File: src/rtl/p405s_dcu_pkg.sv
// ---------------------------------------------------------------------------
// p405s_dcu_pkg
// Shared DCU definitions: store-buffer geometry, the store-buffer entry
// layout and the odd-parity byte function used wherever byte parity is
// generated or checked.
// ---------------------------------------------------------------------------
package p405s_dcu_pkg;

  localparam int DEPTH = 4;  // store data buffer entries
  localparam int PTR_W = 2;  // read/write pointer width (wraps modulo DEPTH)
  localparam int CNT_W = 3;  // occupancy count width (0..DEPTH)

  // One buffered store. Big-endian numbering: byte n is data[8n:8n+7],
  // covered by par[n] and enabled by be[n].
  typedef struct packed {
    logic [0:31] data;
    logic [0:3]  par;
    logic [0:3]  be;
    logic [0:29] addr;
  } st_entry_t;

  // Odd parity: the parity bit makes the total number of ones odd.
  function automatic logic odd_par(input logic [7:0] b);
    return ~^b;
  endfunction

endpackage

File: src/rtl/p405s_dcu_par_chk.sv
// ---------------------------------------------------------------------------
// p405s_dcu_par_chk
// Four-byte odd-parity checker. Flags each byte whose parity bit disagrees
// with the odd parity of its data, but only for bytes that are enabled.
//
// Ports
//   data_i [0:31]  word under check, byte n = data_i[8n:8n+7]
//   par_i  [0:3]   received parity, bit n covers byte n
//   be_i   [0:3]   byte enables, disabled bytes never report
//   mism_o [0:3]   per-byte mismatch vector
// ---------------------------------------------------------------------------
module p405s_dcu_par_chk
  import p405s_dcu_pkg::*;
(
  input  logic [0:31] data_i,
  input  logic [0:3]  par_i,
  input  logic [0:3]  be_i,
  output logic [0:3]  mism_o
);

  always_comb begin
    // NOTE: every output of a combinational block gets a default before any
    // conditional logic, so no path can leave it unassigned and infer a latch.
    mism_o = '0;
    for (int n = 0; n < 4; n++) begin
      mism_o[n] = be_i[n] & (par_i[n] ^ odd_par(data_i[8*n +: 8]));
    end
  end

endmodule

File: src/rtl/p405s_dcu_st_data_buf.sv
// ---------------------------------------------------------------------------
// p405s_dcu_st_data_buf
// Four-entry store data buffer between the data-steering stage and the
// data-cache write port. Entries leave in FIFO order. A store to the same
// word address as the youngest entry is merged byte-wise into that entry
// when at least two entries are held (the head is never touched, since the
// write port may be consuming it). Byte parity is checked on every accepted
// enqueue and reported one cycle later; the data is stored as received.
//
// Ports
//   CB, reset                     clock, synchronous active-high reset
//   enq_valid/data/par/be/addr    incoming steered store
//   enq_ready                     buffer not full (a same-cycle pop does not
//                                 make room)
//   deq_valid/data/par/be/addr    head entry, combinational from storage
//   deq_ack                       write port consumes the head
//   flush                         discard all entries
//   par_err, par_err_byte         one-cycle enqueue parity error report
//   full, empty, count            occupancy status
// ---------------------------------------------------------------------------
module p405s_dcu_st_data_buf
  import p405s_dcu_pkg::*;
(
  input  logic        CB,
  input  logic        reset,
  input  logic        enq_valid,
  input  logic [0:31] enq_data,
  input  logic [0:3]  enq_par,
  input  logic [0:3]  enq_be,
  input  logic [0:29] enq_addr,
  output logic        enq_ready,
  output logic        deq_valid,
  output logic [0:31] deq_data,
  output logic [0:3]  deq_par,
  output logic [0:3]  deq_be,
  output logic [0:29] deq_addr,
  input  logic        deq_ack,
  input  logic        flush,
  output logic        par_err,
  output logic [0:3]  par_err_byte,
  output logic        full,
  output logic        empty,
  output logic [0:2]  count
);

  st_entry_t        mem_q [DEPTH];
  logic [PTR_W-1:0] wr_ptr_q, wr_ptr_d;
  logic [PTR_W-1:0] rd_ptr_q, rd_ptr_d;
  logic [PTR_W-1:0] tail_ptr;
  logic [CNT_W-1:0] count_q, count_d;
  logic             par_err_q, par_err_d;
  logic [0:3]       par_err_byte_q, par_err_byte_d;

  logic             accept;
  logic             merge;
  logic             push;
  logic             pop;
  logic [0:3]       mism;
  st_entry_t        head;
  st_entry_t        tail_merged;
  st_entry_t        enq_entry;

  // ---------------- status and head presentation ----------------
  assign full      = (count_q == CNT_W'(DEPTH));
  assign empty     = (count_q == '0);
  assign enq_ready = ~full;
  assign deq_valid = ~empty;
  assign count     = count_q;

  assign head     = mem_q[rd_ptr_q];
  assign deq_data = head.data;
  assign deq_par  = head.par;
  assign deq_be   = head.be;
  assign deq_addr = head.addr;

  assign par_err      = par_err_q;
  assign par_err_byte = par_err_byte_q;

  // ---------------- handshake decode ----------------
  // The tail is the most recently written entry, one behind the write pointer.
  assign tail_ptr = wr_ptr_q - PTR_W'(1);
  assign accept   = enq_valid & enq_ready & ~flush;
  // With a single entry the tail is the head, so merging needs two or more.
  assign merge    = accept & (count_q >= CNT_W'(2))
                  & (enq_addr == mem_q[tail_ptr].addr);
  assign push     = accept & ~merge;
  assign pop      = deq_valid & deq_ack & ~flush;

  assign enq_entry = '{data: enq_data, par: enq_par, be: enq_be, addr: enq_addr};

  p405s_dcu_par_chk u_par_chk (
    .data_i (enq_data),
    .par_i  (enq_par),
    .be_i   (enq_be),
    .mism_o (mism)
  );

  // Tail entry after a byte-wise merge: enabled bytes take the new data and
  // parity, byte enables accumulate.
  always_comb begin
    tail_merged = mem_q[tail_ptr];
    for (int n = 0; n < 4; n++) begin
      if (enq_be[n]) begin
        tail_merged.data[8*n +: 8] = enq_data[8*n +: 8];
        tail_merged.par[n]         = enq_par[n];
      end
    end
    tail_merged.be = mem_q[tail_ptr].be | enq_be;
  end

  // ---------------- next-state ----------------
  always_comb begin
    wr_ptr_d       = wr_ptr_q;
    rd_ptr_d       = rd_ptr_q;
    count_d        = count_q;
    par_err_d      = 1'b0;
    par_err_byte_d = '0;

    if (flush) begin
      wr_ptr_d = '0;
      rd_ptr_d = '0;
      count_d  = '0;
    end else begin
      if (push) wr_ptr_d = wr_ptr_q + PTR_W'(1);
      if (pop)  rd_ptr_d = rd_ptr_q + PTR_W'(1);

      unique case ({push, pop})
        2'b10:   count_d = count_q + CNT_W'(1);
        2'b01:   count_d = count_q - CNT_W'(1);
        default: count_d = count_q;
      endcase

      // Bytes with be clear never report, so the vector is zero with no error.
      if (accept) begin
        par_err_d      = |mism;
        par_err_byte_d = mism;
      end
    end
  end

  // ---------------- control state ----------------
  always_ff @(posedge CB) begin
    // NOTE: sequential state is updated with non-blocking assignments so every
    // register samples the pre-edge values, independent of statement order.
    if (reset) begin
      wr_ptr_q       <= '0;
      rd_ptr_q       <= '0;
      count_q        <= '0;
      par_err_q      <= 1'b0;
      par_err_byte_q <= '0;
    end else begin
      wr_ptr_q       <= wr_ptr_d;
      rd_ptr_q       <= rd_ptr_d;
      count_q        <= count_d;
      par_err_q      <= par_err_d;
      par_err_byte_q <= par_err_byte_d;
    end
  end

  // ---------------- entry storage ----------------
  // NOTE: the entry array has no reset; the count and pointers alone decide
  // which entries are live, so stale contents are never observed as valid.
  always_ff @(posedge CB) begin
    if (push) begin
      mem_q[wr_ptr_q] <= enq_entry;
    end else if (merge) begin
      mem_q[tail_ptr] <= tail_merged;
    end
  end

endmodule

File: config.mk
export PLATFORM = sky130hd
export DESIGN_NAME = p405s_dcu_st_data_buf
export DESIGN_NICKNAME = d
export VERILOG_FILES = /design/src/rtl/p405s_dcu_pkg.sv /design/src/rtl/p405s_dcu_par_chk.sv /design/src/rtl/p405s_dcu_st_data_buf.sv
export SDC_FILE = /design/constraint.sdc
export NUM_CORES = 1
export LEC_CHECK = 0
export ABC_AREA = 1
export CAP_MARGIN = 20
export CORE_MARGIN = 2
export CORE_UTILIZATION = 40
export DETAILED_ROUTE_END_ITERATION = 12
export PLACE_DENSITY_LB_ADDON = 0.05
export SYNTH_ARGS = -nofsm -noshare
export SYNTH_HDL_FRONTEND = slang
export SYNTH_SLANG_ARGS = --single-unit
File: constraint.sdc
create_clock -name CB -period 17.18 [get_ports CB]
set_clock_uncertainty 0.2 [all_clocks]
set_input_delay 1.718 -clock CB [delete_from_list [all_inputs] [get_ports CB]]
set_output_delay 1.718 -clock CB [all_outputs]
set_load 0.01 [all_outputs]
## Yosys cells after proc, flatten, opt, wreduce, memory -nomap -nowiden

Memories as Yosys holds them, arrays and structs flattened. A register that Yosys moved wholly into a read port is not among the register bits.
Cells that the tools add are included.

- Word-level logic and storage cells: 66
- Memories kept: 1
- Memory bits (writable): 280
- Input port bits: 75
- Bits in latches: 0
- Bits in read-only memories: 0
- Register bits: 12
- Output and inout bits: 82

Memories:

| memory | words | width | read ports | clocked after Yosys merged registers in | wr ports | line | text |
|---|---|---|---|---|---|---|---|
| mem_q | 4 | 70 | 2 | 1 | 1 | p405s_dcu_st_data_buf.sv:46 | `st_entry_t mem_q [DEPTH];` |

- Reduce and logical (&&, ||, !) cells: 10
- Muxes and demuxes: 19
- Multipliers: 0
- Bitwise operators: 21
- $add $sub $neg: 5
- Equality and inequality tests: 4
- $lt $le $gt $ge: 1
- Div/mod/pow operators: 0
- Shift operators: 0

Operator list:

| cell | count |
|---|---|
| $mux W70 | 1 |
| $reduce_or A70 Y1 | 1 |
| $mux W8 | 4 |
| $reduce_xnor A8 Y1 | 4 |
| $eq A30 B30 Y1 | 1 |
| $and A1 B1 Y1 | 11 |
| $mux W1 | 10 |
| $mux W2 | 3 |
| $pmux W3 S2 | 1 |
| $not A1 Y1 | 5 |
| $add A2 B1 Y2 const B | 2 |
| $or A4 B4 Y4 | 1 |
| $reduce_or A4 Y1 | 1 |
| $xor A1 B1 Y1 | 4 |
| $add A3 B1 Y3 const B | 1 |
| $eq A3 B3 Y1 const B | 1 |
| $ge A3 B2 Y1 const B | 1 |
| $logic_not A3 Y1 | 1 |
| $reduce_or A3 Y1 | 1 |
| $sub A3 B1 Y3 const B | 1 |
| $eq A2 B1 Y1 const B | 1 |
| $eq A2 B2 Y1 const B | 1 |
| $reduce_bool A2 Y1 | 1 |
| $reduce_or A2 Y1 | 1 |
| $sub A2 B1 Y2 const B | 1 |

## Longest topological paths before layout

- Word-level depth: 12
- Depth in mapped cells: 25
- Gate-level depth less buffers: 22

## Modules after synthesis

A second synthesis with hierarchy kept.

- Cells, all modules: 1778
- Area, all modules: 15391.0 µm²

By module, submodules not included:

| module | cells an instance | area each (µm²) | instances |
|---|---|---|---|
| p405s_dcu_st_data_buf | 1653 | 14814.2 | 1 |
| p405s_dcu_par_chk | 125 | 576.8 | 1 |

## Worst setup path after synthesis

OpenSTA, ideal clock, no wires.

- Path type: input-to-reg
- Start: input flush
- End: memory mem_q[2][0] in the netlist's numbering, enable pin
- Required time: 16.482 ns
- Arrival time: 5.868 ns
- Cell stages on the path: 14
- Setup slack: 10.614 ns
- Cell sequence: inv_1 nand3_1 nor2_1 nand2_1 inv_1 nand2_1 nor2_1 nand2_1 nor2_2 nand2_1 buf_6 nand2_1 nand3_1 nor2_1

- Word-level cells in the longest chain between the ends: 10
- Elaborated cells between the ends (all ways): 14
- Classes of those cells: mux (7); bitwise (6); reduce/logical (1)

RTL lines:

| what | line | text |
|---|---|---|
| start, declared | p405s_dcu_st_data_buf.sv:38 | `input logic flush,` |
| $not A1 Y1 * | p405s_dcu_st_data_buf.sv:82 | `assign accept = enq_valid & enq_ready & ~flush;` |
| $and A1 B1 Y1 * | p405s_dcu_st_data_buf.sv:82 |  |
| $and A1 B1 Y1 | p405s_dcu_st_data_buf.sv:84 | `assign merge = accept & (count_q >= CNT_W'(2))` |
| $and A1 B1 Y1 | p405s_dcu_st_data_buf.sv:85 | `& (enq_addr == mem_q[tail_ptr].addr);` |
| $not A1 Y1 | p405s_dcu_st_data_buf.sv:86 | `assign push = accept & ~merge;` |
| $and A1 B1 Y1 | p405s_dcu_st_data_buf.sv:86 |  |
| $mux W1 | p405s_dcu_st_data_buf.sv:164 | `if (push) begin` |
| $mux W1 (implied by the code) | p405s_dcu_st_data_buf.sv:167 | `mem_q[tail_ptr] <= tail_merged;` |
| $reduce_or A70 Y1 (no line) | -- |  |
| $mux W2 (no line) / $mux W1 (equally long branches) | -- |  |
| end, declared | p405s_dcu_st_data_buf.sv:46 |  |

Mark *: on every way between the ends. The rest lies on a longest branch, timed or not.

## Final worst setup path

- Start: register wr_ptr_q[1]
- End: memory mem_q[2][24] in the netlist's numbering, enable pin

- Word-level cells in the longest chain between the ends: 10
- Elaborated cells between the ends (all ways): 14
- Classes of those cells: add/sub (1); eq/ne (1); mux (7); bitwise (3); reduce/logical (1); memory (1)

RTL lines:

| what | line | text |
|---|---|---|
| start, declared | p405s_dcu_st_data_buf.sv:47 | `logic [PTR_W-1:0] wr_ptr_q, wr_ptr_d;` |
| start signal, assigned | p405s_dcu_st_data_buf.sv:152 | `wr_ptr_q <= wr_ptr_d;` |
| $sub A2 B1 Y2 | p405s_dcu_st_data_buf.sv:81 | `assign tail_ptr = wr_ptr_q - PTR_W'(1);` |
| $mem_v2 Z4 W70 | -- |  |
| $eq A30 B30 Y1 | p405s_dcu_st_data_buf.sv:85 |  |
| $and A1 B1 Y1 | p405s_dcu_st_data_buf.sv:85 |  |
| $not A1 Y1 | p405s_dcu_st_data_buf.sv:86 |  |
| $and A1 B1 Y1 | p405s_dcu_st_data_buf.sv:86 |  |
| $mux W1 | p405s_dcu_st_data_buf.sv:164 |  |
| $mux W1 (implied by the code) | p405s_dcu_st_data_buf.sv:167 |  |
| $reduce_or A70 Y1 (no line) | -- |  |
| $mux W2 (no line) / $mux W1 (equally long branches) | -- |  |

Parallel ways exist; a longest one is shown, timed or not.

==> qor.yml <==
outcome: "complete, no violations"
cts_setup_buffers: 0
clk_path_buf_depth: 3
via_count: 12466
crit_path_end_kind: "register"
critPathSlowestCell: "nand2_4"
ctsResizeCount: 0
wl_per_cell_um: 21.0
avgSynthCellArea_sq_um: 8.99
cts_tree: "built"
slowest_delay_ns: 0.84
cts-htree-levels: 2
multi_input_area_sq_um: 5570
fp.coreArea_sq_um: 36700
synth_area_sq_um: 14900
cts_root_buf: "clkbuf_16"
numClockSinks: 294
diodes: 0
yosys_warnings: 0
hold_buffers: 0
drc: 0
synth-seq-cells: 294
drt-total-wl_mm: 47.0
ys_seq_area_share_pct: 58.1
setup_viol: 0
fmax_ghz: 0.164
finalSetupTns_ns: 0
reg2reg_to: "mem_q[2][24]$_DFFE_PP_"
track_usage_pct: 24.0
r2r_cells: 20
num-fill-cells: 3433
cp.arrival_ns: 6.05
fin_ws_ns: 11.06
rsz0062_at_grt: "false"
grt_max_degree: 100
slew_viol_final: 0
path_class: "reg2reg"
grt_pass1_vias: 12303
initial_core_util_pct: 40.7
nets: 1825
p_per_area_nw_per_um2: 95.0
drive_gt1_share_pct: 5.08
drtPass1Iterations: 5
final_common_cell: "nand2_1"
place_ws_ns: 11.01
power_uw: 1700
r2r_slack_ns: 11.06
crit_path_start: "wr_ptr_q[1]$_SDFFE_PP0P_"
io_pins: 157
clock_latency_ns: 0.53
hold_class: "reg2reg"
rows: 70
final_cell_mix: "nand2_1 (495), edfxtp_1 (280), o21ai_0 (199), nor2_1 (179), clkdlybuf4s50_1 (156)"
syn_inst: 1662
r2r_start: "wr_ptr_q[1]$_SDFFE_PP0P_"
gp_congestion: 0.953
regArea_sq_um: 8700
drt-initial-drc-count: 882
clk_pin_slew_ns: 0.06
grt.overflow.total: 0
cpMostUsedCell: "nand2_1"
syn-num-nets: 1739
grt_pass1_wl_mm: 71.7
power.leakage_uw: 0.00669
hold_viol: 0
antenna_left: 0
period_needed_ns: 6.12
antenna_found_initial: 1
die_area_sq_um: 38900
fp.dieH_um: 197
tightest_slew_ns: 1.12
worstSetupEndpoint: "mem_q[2][24]$_DFFE_PP_"
path_max_fanout: 71
area_growth_syn_to_layout_pct: 19.7
ir_drop_uv: 58.8
maxCapViolations: 0
vias_per_cell: 5.56
relSlewSlack_pct: 25.6
yosysUniqueCellTypes: 32
dp_hpwl_mm: 27.9
numCtsBuffers: 35
critPathLaunchType: "register"
die-width_um: 197
crit_chain: "inv_2 > buf_4 > nand2_2 > nand2_4 > inv_4 > nand2_1 > nand2_1 > nand2_1 > nand2_1 > nor2_1 > nand2_1 > inv_1 > nand2_1 > nor2_1 > nand2_1 > buf_4 > nand2_1 > nand3_1 > nor2_4 > buf_4"
crit_required_ns: 17.12
io_buffers: 156
period_share_pct: 35.6
-- cell type report --
cell class / instances / area share (%)
Tap cell: 468 / 3.27
Inverter: 61 / 1.31
Timing Repair Buffer: 173 / 9.44
Multi-Input combinational cell: 1183 / 31.1
Sequential cell: 294 / 48.6
Clock inverter: 18 / 1.00
Clock buffer: 44 / 5.26
-- logic make-up after synthesis --
family	after synthesis	share of synthesized area, %
AOI/OAI and AO/OA	383	14.4
adders and majority gates	2	0.218
DFF	294	58.1
and+or+nand+nor	769	20.6
xor gates and xnor gates	29	1.70
buffers and inverters	185	4.93
-- how the worst min path moves through the flow --
stage	startpoint	end	slack, ns	cells past startpoint
after global routing	rd_ptr_q[1]$_SDFFE_PP0P_	register	0.27	2
final	rd_ptr_q[1]$_SDFFE_PP0P_	register	0.25	2
after detailed placement	rd_ptr_q[1]$_SDFFE_PP0P_	register	0.25	2
after CTS	rd_ptr_q[1]$_SDFFE_PP0P_	register	0.26	2
after floorplan	rd_ptr_q[1]$_SDFFE_PP0P_	register	0.24	2
after global placement	rd_ptr_q[1]$_SDFFE_PP0P_	register	0.24	2
-- cells in the mapped netlist --
cell,count,area (sq um)
o21ai_0,199,996
nand3_1,62,310
o22ai_1,109,682
inv_1,58,218
xor2_1,9,78.8
nor2_8,1,20.0
buf_2,11,55.1
a21oi_1,21,105
clkbuf_1,103,387
nand2_1,495,1860
nand4_1,8,50.1
nand2_4,1,11.3
ha_1,1,12.5
a22oi_1,36,270
nor2_4,3,33.8
nor2_2,2,12.5
nor2_1,185,694
buf_1,5,18.8
inv_2,2,7.51
buf_4,3,22.5
a221oi_1,4,35.0
edfxtp_1,280,8410
buf_6,2,22.5
xnor2_1,20,175
nor3_1,1,5.00
inv_4,1,6.26
or2_1,1,6.26
dfxtp_1,14,280
nand2_2,1,6.26
fa_1,1,20.0
nand3b_1,9,67.6
o21ai_1,14,70.1
-- power by group --
group	internal, uW	switching (uW)
clock	435	296
sequential	798	6.09
combinational	63.5	101
-- through the flow --
| stage | utilization [%] | hold slack (ns) | cells | area (sq um) |
|---|---|---|---|---|
| after global placement | 45.7 | 0.244 | 2179 | 16800 |
| final | 48.8 | 0.253 | 2241 | 17900 |
| after CTS | 48.8 | 0.262 | 2241 | 17900 |
| after global routing | 48.8 | 0.275 | 2241 | 17900 |
| after floorplan | - | 0.236 | 1662 | 14900 |
| after detailed placement | 45.7 | 0.250 | 2179 | 16800 |
-- per-layer routing --
layer	share of wire, %	GRT usage (%)	vias up
met1	45	32.8	6050
met4	3.0	7.63	2
met2	47	40.1	388
li1	-	-	5940
met5	0.028	0	-
met3	5.3	2.90	86
-- registers in the layout, summed over array words and instances, names as in the netlist, named ones only --
register and flops:
par_err_byte 4, rd_ptr_q 2, mem_q 280, par_err 1
count 3, wr_ptr_q 2
-- worst max-delay path: cells and delay by family (launching register included) --
family / cells / cell delay, ns
AND/OR/NAND/NOR: 14 / 3.01
buffers and inverters: 6 / 1.97
flip-flops: 1 / 0.47
No activity file was read; power rests on OpenSTA's default activity.
